--- src/rtl/uart_pkg.sv ---
// ----------------------------------------------------------------------------
// uart_pkg
//   Types and constants shared by the UART receive and transmit blocks.
//   rx_state_t  : receiver FSM states, in frame order.
//   PARITY_EVEN : value for a PARITY_ODD parameter selecting even parity.
//   PARITY_ODD  : value for a PARITY_ODD parameter selecting odd parity.
// ----------------------------------------------------------------------------
package uart_pkg;

  typedef enum logic [2:0] {
    IDLE,
    START,
    DATA,
    PARITY,
    STOP
  } rx_state_t;

  localparam bit PARITY_EVEN = 1'b0;
  localparam bit PARITY_ODD  = 1'b1;

endpackage

--- src/rtl/uart_sync2.sv ---
// ----------------------------------------------------------------------------
// uart_sync2
//   Two-flop synchroniser for a single asynchronous level.
//   Ports:
//     clk    in   system clock
//     rst_n  in   asynchronous active-low reset
//     i_d    in   asynchronous input
//     o_q    out  synchronised output (two clocks of latency)
//   RST_VAL sets the value both flops take in reset, so a line that idles
//   high does not look like a start edge when reset is released.
// ----------------------------------------------------------------------------
module uart_sync2 #(
  parameter bit RST_VAL = 1'b1
) (
  input  logic clk,
  input  logic rst_n,
  input  logic i_d,
  output logic o_q
);

  logic r_meta;
  logic r_sync;

  // NOTE: clocked state uses non-blocking assignments so every flop samples
  // the pre-edge value of its neighbours, whatever the statement order.
  always_ff @(posedge clk or negedge rst_n) begin
    if (!rst_n) begin
      r_meta <= RST_VAL;
      r_sync <= RST_VAL;
    end else begin
      r_meta <= i_d;
      r_sync <= r_meta;
    end
  end

  assign o_q = r_sync;

endmodule

--- src/rtl/uart_rx_os.sv ---
// ----------------------------------------------------------------------------
// uart_rx_os
//   Oversampling UART receiver. Samples each bit once, CLK_DIV/2 clocks after
//   its nominal leading edge, and hands whole frames to a valid/ready holding
//   register together with per-frame parity and framing flags.
//   Ports:
//     clk         in   system clock
//     rst_n       in   asynchronous active-low reset
//     en          in   receiver enable; low abandons the frame in progress
//     rx          in   asynchronous serial line, idles high
//     data        out  received payload, meaningful while valid=1
//     valid       out  holding register is full
//     ready       in   consumer accepts the held frame when valid & ready
//     parity_err  out  parity mismatch for the held frame
//     frame_err   out  stop bit was sampled low for the held frame
//     overrun     out  a frame was dropped because the register was full;
//                      cleared by the next handshake
// ----------------------------------------------------------------------------
module uart_rx_os #(
  parameter int CLK_DIV    = 16,
  parameter int DATA_BITS  = 8,
  parameter bit PARITY_EN  = 1'b0,
  parameter bit PARITY_ODD = uart_pkg::PARITY_EVEN
) (
  input  logic                 clk,
  input  logic                 rst_n,
  input  logic                 en,
  input  logic                 rx,
  output logic [DATA_BITS-1:0] data,
  output logic                 valid,
  input  logic                 ready,
  output logic                 parity_err,
  output logic                 frame_err,
  output logic                 overrun
);

  // Named imports: a wildcard import would clash with the PARITY_ODD parameter.
  import uart_pkg::rx_state_t;
  import uart_pkg::IDLE;
  import uart_pkg::START;
  import uart_pkg::DATA;
  import uart_pkg::PARITY;
  import uart_pkg::STOP;

  localparam int CNT_W = $clog2(CLK_DIV);
  localparam int BIT_W = $clog2(DATA_BITS + 1);

  localparam logic [CNT_W-1:0] CNT_LAST = CNT_W'(CLK_DIV - 1);
  // The IDLE cycle that sees the start bit is counted as the first cycle of
  // the half-bit wait, so START is entered with the counter already at 1.
  localparam logic [CNT_W-1:0] CNT_HALF = CNT_W'(CLK_DIV / 2 - 1);
  localparam logic [BIT_W-1:0] BIT_LAST = BIT_W'(DATA_BITS - 1);

  logic                 w_rx_s;
  logic                 w_take;

  rx_state_t            r_state;
  logic [CNT_W-1:0]     r_cnt;
  logic [BIT_W-1:0]     r_bits;
  logic [DATA_BITS-1:0] r_shift;
  logic                 r_perr_pend;
  logic                 r_ferr_pend;
  logic                 r_done;
  logic                 r_brk;

  logic [DATA_BITS-1:0] r_data;
  logic                 r_valid;
  logic                 r_perr;
  logic                 r_ferr;
  logic                 r_ovr;

  uart_sync2 #(.RST_VAL(1'b1)) u_sync (
    .clk   (clk),
    .rst_n (rst_n),
    .i_d   (rx),
    .o_q   (w_rx_s)
  );

  // Frame recovery. r_done pulses for one cycle after the stop sample; the
  // holding register picks the frame up on that following edge.
  // NOTE: every control and datapath flop is reset here; there is no memory
  // array, so nothing is left to power up undefined.
  always_ff @(posedge clk or negedge rst_n) begin
    if (!rst_n) begin
      r_state     <= IDLE;
      r_cnt       <= '0;
      r_bits      <= '0;
      r_shift     <= '0;
      r_perr_pend <= 1'b0;
      r_ferr_pend <= 1'b0;
      r_done      <= 1'b0;
      r_brk       <= 1'b0;
    end else begin
      r_done <= 1'b0;
      if (!en) begin
        r_state <= IDLE;
        r_cnt   <= '0;
        r_bits  <= '0;
        r_brk   <= 1'b0;
      end else begin
        case (r_state)
          IDLE: begin
            r_cnt  <= '0;
            r_bits <= '0;
            r_brk  <= 1'b0;
            if (!w_rx_s) begin
              r_state     <= START;
              r_cnt       <= CNT_W'(1);
              r_perr_pend <= 1'b0;
            end
          end
          START: begin
            if (r_cnt == CNT_HALF) begin
              r_cnt   <= '0;
              // A line that is high again at mid start bit was only a glitch.
              r_state <= w_rx_s ? IDLE : DATA;
            end else begin
              r_cnt <= r_cnt + 1'b1;
            end
          end
          DATA: begin
            if (r_cnt == CNT_LAST) begin
              r_cnt   <= '0;
              r_shift <= {w_rx_s, r_shift[DATA_BITS-1:1]};
              r_bits  <= r_bits + 1'b1;
              if (r_bits == BIT_LAST) begin
                r_state <= PARITY_EN ? PARITY : STOP;
              end
            end else begin
              r_cnt <= r_cnt + 1'b1;
            end
          end
          PARITY: begin
            if (r_cnt == CNT_LAST) begin
              r_cnt       <= '0;
              r_perr_pend <= (^r_shift) ^ w_rx_s ^ PARITY_ODD;
              r_state     <= STOP;
            end else begin
              r_cnt <= r_cnt + 1'b1;
            end
          end
          STOP: begin
            if (r_brk) begin
              // Break: hold off until the line idles, so a long low level is
              // not mistaken for a string of start bits.
              if (w_rx_s) begin
                r_brk   <= 1'b0;
                r_state <= IDLE;
              end
            end else if (r_cnt == CNT_LAST) begin
              r_cnt       <= '0;
              r_done      <= 1'b1;
              r_ferr_pend <= ~w_rx_s;
              if (w_rx_s) begin
                r_state <= IDLE;
              end else begin
                r_brk <= 1'b1;
              end
            end else begin
              r_cnt <= r_cnt + 1'b1;
            end
          end
          default: r_state <= IDLE;
        endcase
      end
    end
  end

  assign w_take = r_valid & ready;

  // Holding register. A frame that completes while the register is full and
  // not being drained is dropped; the held frame is never overwritten.
  always_ff @(posedge clk or negedge rst_n) begin
    if (!rst_n) begin
      r_data  <= '0;
      r_valid <= 1'b0;
      r_perr  <= 1'b0;
      r_ferr  <= 1'b0;
      r_ovr   <= 1'b0;
    end else begin
      if (w_take) begin
        r_valid <= 1'b0;
        r_ovr   <= 1'b0;
      end
      if (r_done) begin
        if (!r_valid || ready) begin
          r_data  <= r_shift;
          r_perr  <= r_perr_pend;
          r_ferr  <= r_ferr_pend;
          r_valid <= 1'b1;
        end else begin
          r_ovr <= 1'b1;
        end
      end
    end
  end

  assign data       = r_data;
  assign valid      = r_valid;
  assign parity_err = r_perr;
  assign frame_err  = r_ferr;
  assign overrun    = r_ovr;

endmodule

--- config.mk ---
export PLATFORM = sky130hd
export DESIGN_NAME = uart_rx_os
export DESIGN_NICKNAME = d
export VERILOG_FILES = /design/src/rtl/uart_pkg.sv /design/src/rtl/uart_sync2.sv /design/src/rtl/uart_rx_os.sv
export SDC_FILE = /design/constraint.sdc
export NUM_CORES = 1
export LEC_CHECK = 0
export CORE_AREA = 2 2 57 59
export DETAILED_ROUTE_END_ITERATION = 16
export DIE_AREA = 0 0 59 61
export PLACE_DENSITY = 0.9
export SKIP_CTS_REPAIR_TIMING = 1
export SYNTH_ARGS = -nofsm -noshare
export SYNTH_HDL_FRONTEND = slang
export SYNTH_HIERARCHICAL = 1
export SYNTH_SLANG_ARGS = --single-unit
export TNS_END_PERCENT = 100
--- constraint.sdc ---
create_clock -name clk -period 3.3 [get_ports clk]
set_input_delay 0.66 -clock clk [delete_from_list [all_inputs] [get_ports clk]]
set_output_delay 0.66 -clock clk [all_outputs]
set_load 0.03 [all_outputs]
==> run metrics, run 1 <==
Post-synth EDFFs=0; fraction of layout cells with a size suffix above 1=0.198; most common cell in the synthesized netlist=dfrtp_1; Congestion Overflow GR=0; I/O Buffers=16; CP delay by family, top=buffers and inverters; Post-Syn Nets=156; crit path time final=2.08 ns; CTS Buffer Depth=2; CP endpoint kind=primary output; crit start category=flop; status=finished, final reports clean; Seq cells post-synth=37; Post-Synthesis Cells=around 150; Area contributors post-synth=dfrtp_1 (51%), mux2_2 (13%), xnor2_1 (4.6%), nand2_1 (3.7%), dfstp_2 (3.1%); Area Overhead vs Synth=15.0%; Clk pwr share=0.221; Placement Cell Area=~0.0019 mm^2; power per cell area=~520 mW/mm^2; RSZ-0062 raised after global routing=false; Core Region=between 0.002 and 0.003 mm^2; Worst Max-Slew Pin Slew=0.457 ns; io pins=17; crit path cell chain=clkdlybuf4s50_1; Fmax=482 MHz; Design Area, Final=roughly 0.0020 mm^2; Buf/Inv on CP=1; first-pass GRT wire length=5250 um; Yosys top cell by area=dfrtp_1; First-pass DRT Iterations=4; Fin. Hold Viols=0; CTS buffer count=5; initial antenna violation count=0; DIE WIDTH=59 um; sequential area share after synthesis=0.544; max-slew violations=0; Detail Placement HPWL=between 2000 and 2500 um; Final setup viols=0; crit-path max cell delay=0.68 ns; Post-DRT Antenna Nets=0; clk root buf=clkbuf_4; Yosys cell types=34; Clock Pin Slew Worst Setup and Hold Paths=roughly 0.10 ns; Initial Util=0.578; Final Skew=0.0133 ns; Synth Cell Area=around 0.0017 mm^2; Yosys warning total=6; sequential share of power=0.520; MaxCap Viol Count=0; Worst Path Arrival=roughly 1.4 ns; wire length per cell=14.2 um; Via density=between 5 and 6; # rows=20; routability cong.=0.924; Yosys top cell area share=0.513; Final period util=0.629; ys async rst share=1.00; DR DRC count=0; slew margin rel.=0.692; Switching Share=0.341; Detailed Route WL=about 2900 um; Setup WS pre-CTS=around 1.1 ns; number of antenna diodes=0; Worst-Skew Late Latency=~0.35 ns; full die area=0.00360 mm^2; final non-filler cell total=a little over 200; Synth top cells by count=dfrtp_1 (35), mux2_2 (19), nand2_1 (17); Synth Area per Inst=between 10 and 15 um^2; Worst Path Class, Setup=flop to primary output; Crit-path slowest cell=clkdlybuf4s50_1; setup TNS=0 ns; Most used DFF post-synth=dfrtp_1; largest net degree at the start of global routing=38; CTS tree=done; Crit Path Max Fanout=4; dpl cells=between 150 and 200; clock sink count=37; gr usage total=0.198; H-tree Lvls=2; final net count=~180; Hold Path Class=flop to flop; Sw Pwr=between 0.3 and 0.4 mW; CP required=~2.6 ns; Worst IR Drop VDD=roughly 0.33 mV; vias in the first global route=roughly 1,200; combinational power share=0.259; final setup margin=1.22 ns; Int Pwr=0.678 mW; Vert. Die Dim=roughly 61 um; routed vias=around 1,200; drt first-iter violations=22; Leak=between 0.8 and 0.9 nW
## cells by family (layout without fill, tap and decap cells)
| kind of cell | Yosys count | count (layout) | synth area share |
|---|---|---|---|
| simple gates | 46 | 46 | 0.135 |
| flops | 37 | 37 | 0.544 |
| compound gates | 29 | 29 | 0.110 |
| mux | 19 | 19 | 0.125 |
| xor+xnor | 12 | 12 | 0.0616 |
| buf+inv | 4 | 27 | 0.00952 |
| fa+ha+maj | 2 | 2 | 0.0147 |
## final timing paths
path                                          from                      end  slack, ns  cells after the start
max in group asynchronous                    rst_n  u_sync/r_meta$_DFF_PN1_       2.25                      2
setup / recovery                   valid$_DFF_PN0_                    valid       1.22                      1
min in group asynchronous                    rst_n      data[6]$_DFFE_PN0P_       0.71                      2
setup reg to reg              r_cnt[0]$_DFFE_PN0P_   r_state[0]$_DFFE_PN0P_       1.43                      6
hold reg to reg            u_sync/r_meta$_DFF_PN1_     u_sync/o_q$_DFF_PN1_       0.37                      0
hold / removal             u_sync/r_meta$_DFF_PN1_     u_sync/o_q$_DFF_PN1_       0.37                      0
## cell type report
type | instances | area, um^2
Sequential cell | 37 | 928
Clock buffer | 5 | 37.5
Inverter | 2 | 7.51
Multi-Input combinational cell | 108 | 762
Clock inverter | 3 | 17.5
Fill cell | 228 | 991
Timing Repair Buffer | 17 | 168
Tap cell | 33 | 41.3
## per-stage QoR
step,hold WS [ns],power (mW),utilization
2_1_floorplan,0.345,0.740,-
3_3_place_gp,0.348,0.789,0.646
3_5_place_dp,0.354,0.804,0.646
4_1_cts,0.369,1.03,0.664
5_1_grt,0.375,1.10,0.664
6_report,0.367,1.03,0.664
## state kept, by name, indices dropped and copies added, names as in the netlist
name and cells:
r_perr_pend 1, overrun 1, parity_err 1, u_sync/r_meta 1, data 8, r_brk 1, frame_err 1, valid 1
r_state 3, r_done 1, r_shift 8, r_ferr_pend 1, r_cnt 4, u_sync/o_q 1, r_bits 4
## routing by layer
metal  vias up  wire, um  track usage
li1        569         -            -
met1       563      1230        0.248
met2        26      1500        0.324
met3         2       151       0.0661
met4         0        31       0.0682
met5         -         0            0
## power by group through the flow
stage	Clock, mW	Sequential, mW	Combinational [mW]
after CTS	0.237	0.533	0.263
final	0.227	0.535	0.266
after detailed placement	0	0.541	0.263
after global routing	0.259	0.542	0.302
after floorplan	0	0.515	0.226
after global placement	0	0.538	0.251
## worst register-to-register path: cells and delay by family (launching register included)
family,cells,cell delay (ns)
AND/OR/NAND/NOR,2,0.54
flip-flops,1,0.41
AO/OA/AOI/OAI,3,0.64
adder cells (fa/ha/maj),1,0.22
## cells in the final DEF, fill, tap and decap left out, types with 2 or more instances in the layout
cell type,n
a21oi_1,8
clkbuf_4,5
clkdlybuf4s50_1,16
clkinv_2,2
dfrtp_1,35
dfstp_2,2
ha_1,2
mux2_2,19
nand2_1,17
nand2b_1,2
nand3_1,4
nand3b_1,3
nor2_1,6
nor3_1,4
nor3b_1,3
o2111ai_1,2
o21a_1,5
o21ai_0,7
or3_1,2
xnor2_1,9
xor2_1,3
No activity file was read; power rests on OpenSTA's default activity.
==> run 2: changes to the inputs <==
--- a/config.mk
+++ b/config.mk
@@ -5,10 +5,10 @@
 export SDC_FILE = /design/constraint.sdc
 export NUM_CORES = 1
 export LEC_CHECK = 0
-export CORE_AREA = 2 2 57 59
+export CORE_AREA = 2 2 59 61
 export DETAILED_ROUTE_END_ITERATION = 16
-export DIE_AREA = 0 0 59 61
-export PLACE_DENSITY = 0.9
+export DIE_AREA = 0 0 61 63
+export PLACE_DENSITY = 0.86
 export SKIP_CTS_REPAIR_TIMING = 1
 export SYNTH_ARGS = -nofsm -noshare
 export SYNTH_HDL_FRONTEND = slang
==> constraint.sdc (replaced) <==
create_clock -name clk -period 2.1 [get_ports clk]
set_input_delay 0.42 -clock clk [delete_from_list [all_inputs] [get_ports clk]]
set_output_delay 0.42 -clock clk [all_outputs]
set_load 0.03 [all_outputs]
==> run 2 against run 1 <==
Compared with the run above:
- sequential cell count did not move
- via count grew 2.8%
- clock skew up 0.0033 ns
- die area rose by 6.8%
- critical path depth is 4 higher
- final area grew 2.5%
- core utilization decreased by 4.2 points
- worst hold slack got worse by 0.0046 ns
- register-to-register slack got worse by 1.2 ns
- first-iteration DRC count increased by 32%
- wire length grew 8.1%
- critical path type is now flop to flop
- largest cell class unchanged
==> run metrics, run 2 (synthesis results as in run 1) <==
status=finished, final reports clean; final non-filler cell total=roughly 220; Vert. Die Dim=between 60 and 70 um; slew margin rel.=0.682; Clk pwr share=0.269; Switching Share=0.323; largest net degree at the start of global routing=38; First-pass DRT Iterations=4; Design Area, Final=about 0.002 mm^2; first-pass GRT wire length=5700 um; MaxCap Viol Count=0; R2R Path End=r_shift[7]$_DFFE_PN0P_; Detail Placement HPWL=2240 um; Post-DRT Antenna Nets=0; power per cell area=about 870 mW/mm^2; Worst-Skew Late Latency=approximately 0.35 ns; most frequent cells in the layout=dfrtp_1 (35), mux2_2 (19), nand2_1 (17), clkdlybuf4s50_1 (16), xnor2_1 (9); # rows=21; setup TNS=0 ns; Final Total Pwr=about 1.8 mW; Worst Path Class, Setup=flop to flop; Sw Pwr=0.566 mW; Placement Cell Area=~0.0019 mm^2; Final setup viols=0; max-slew violations=0; routed vias=1,193; Endpoint, Worst Hold=u_sync/o_q$_DFF_PN1_; sequential share of power=0.483; Int Pwr=1.18 mW; number of antenna diodes=0; crit path time final=about 1.9 ns; CTS Buffer Depth=2; fraction of layout cells with a size suffix above 1=0.202; CP required=2.33 ns; most common cell after layout, fill and taps aside=dfrtp_1; CTS tree=done; hold depth=0; wire length per cell=14.4 um; crit start category=flop; Worst Path Arrival=2.14 ns; Crit Path Max Fanout=8; DIE WIDTH=61 um; Core Region=0.00323 mm^2; routability cong.=around 1; drt first-iter violations=29; Clock Pin Slew Worst Setup and Hold Paths=0.11 ns; Fin. Hold Viols=0; Final Skew=0.0167 ns; Via density=5.45; Worst Max-Slew Pin Slew=~0.47 ns; Hold Path Class=flop to flop; Initial Util=0.528; gr usage total=0.199; Worst IR Drop VDD=about 0.49 mV; worst reg2reg path depth=5; io pins=17; Fmax=around 520 MHz; DR DRC count=0; combinational power share=0.248; clk root buf=clkbuf_4; H-tree Lvls=2; Area Overhead vs Synth=17.8%; Detailed Route WL=about 3200 um; initial antenna violation count=0; full die area=0.00384 mm^2; CTS buffer count=5; clock sink count=37; Worst R2R Start=r_cnt[0]$_DFFE_PN0P_; CP endpoint kind=flop; worst setup path start=r_cnt[0]$_DFFE_PN0P_; min-delay src=u_sync/r_meta$_DFF_PN1_; dpl cells=around 210; RSZ-0062 raised after global routing=false; Reg2Reg Setup Slack=approximately 0.18 ns; Leak=0.881 nW; I/O Buffers=16; vias in the first global route=1,282; Final period util=0.913; Congestion Overflow GR=0; final net count=180
run 2: changes by cell type in the layout (fill, tap and decap cells not counted), sizes merged:
cell and change:
clkinv -1, bufinv +1, clkinvlp -1, buf +2
run 2: final cells by class:
class,count,area (um^2)
fill,244,1220
tap,46,57.6
timing repair buffer,19,183
clock buffer,5,37.5
multi-input combinational,108,762
inverter,2,7.51
clock inverter,2,35.0
sequential,37,928
run 2: power by group through the flow:
stage	clock, mW	sequential (mW)	combinational (mW)
final	0.472	0.845	0.434
after global routing	0.514	0.853	0.492
after CTS	0.484	0.841	0.427
after detailed placement	0	0.853	0.418
after global placement	0	0.845	0.396
after floorplan	0	0.809	0.355
run 2: per-layer routing:
metal / share of wire / up-vias / global-route usage
li1: - / 576 / -
met1: 0.43 / 587 / 0.262
met2: 0.51 / 27 / 0.306
met3: 0.048 / 3 / 0.0621
met4: 0.0098 / 0 / 0.0734
met5: 0 / - / 0
run 2: how the worst max path moves through the flow:
stage,slack [ns],cells after the start,end
floorplan,0.47,5,r_shift[0]$_DFFE_PN0P_
global placement,0.23,4,r_shift[7]$_DFFE_PN0P_
detailed placement,0.17,4,r_shift[2]$_DFFE_PN0P_
CTS,0.18,5,r_shift[7]$_DFFE_PN0P_
global route,0.005,5,r_bits[3]$_DFFE_PN0P_
finish,0.18,5,r_shift[7]$_DFFE_PN0P_
run 2: stage by stage:
stage                util  hold slack, ns  setup slack [ns]
floorplan               -           0.124             0.470
global placement    0.600           0.347             0.228
detailed placement  0.600           0.352             0.167
CTS                 0.622           0.365             0.175
global route        0.622           0.370           0.00518
finish              0.622           0.362             0.184
run 2: worst max-delay path, cell delays in order (launching register included):
cell and delay (ns):
dfrtp_1 0.41, ha_1 0.22, and3_1 0.27, nand2_1 0.12, nor2_2 0.39, mux2_2 0.39
==> run 3: changes to the inputs <==
--- a/config.mk
+++ b/config.mk
@@ -10,6 +10,7 @@
 export DIE_AREA = 0 0 61 63
 export PLACE_DENSITY = 0.86
 export SKIP_CTS_REPAIR_TIMING = 1
+export SLEW_MARGIN = 20
 export SYNTH_ARGS = -nofsm -noshare
 export SYNTH_HDL_FRONTEND = slang
 export SYNTH_HIERARCHICAL = 1
==> results of run 3 <==
Final layout, timing and power as in run 2 (identical DEF).
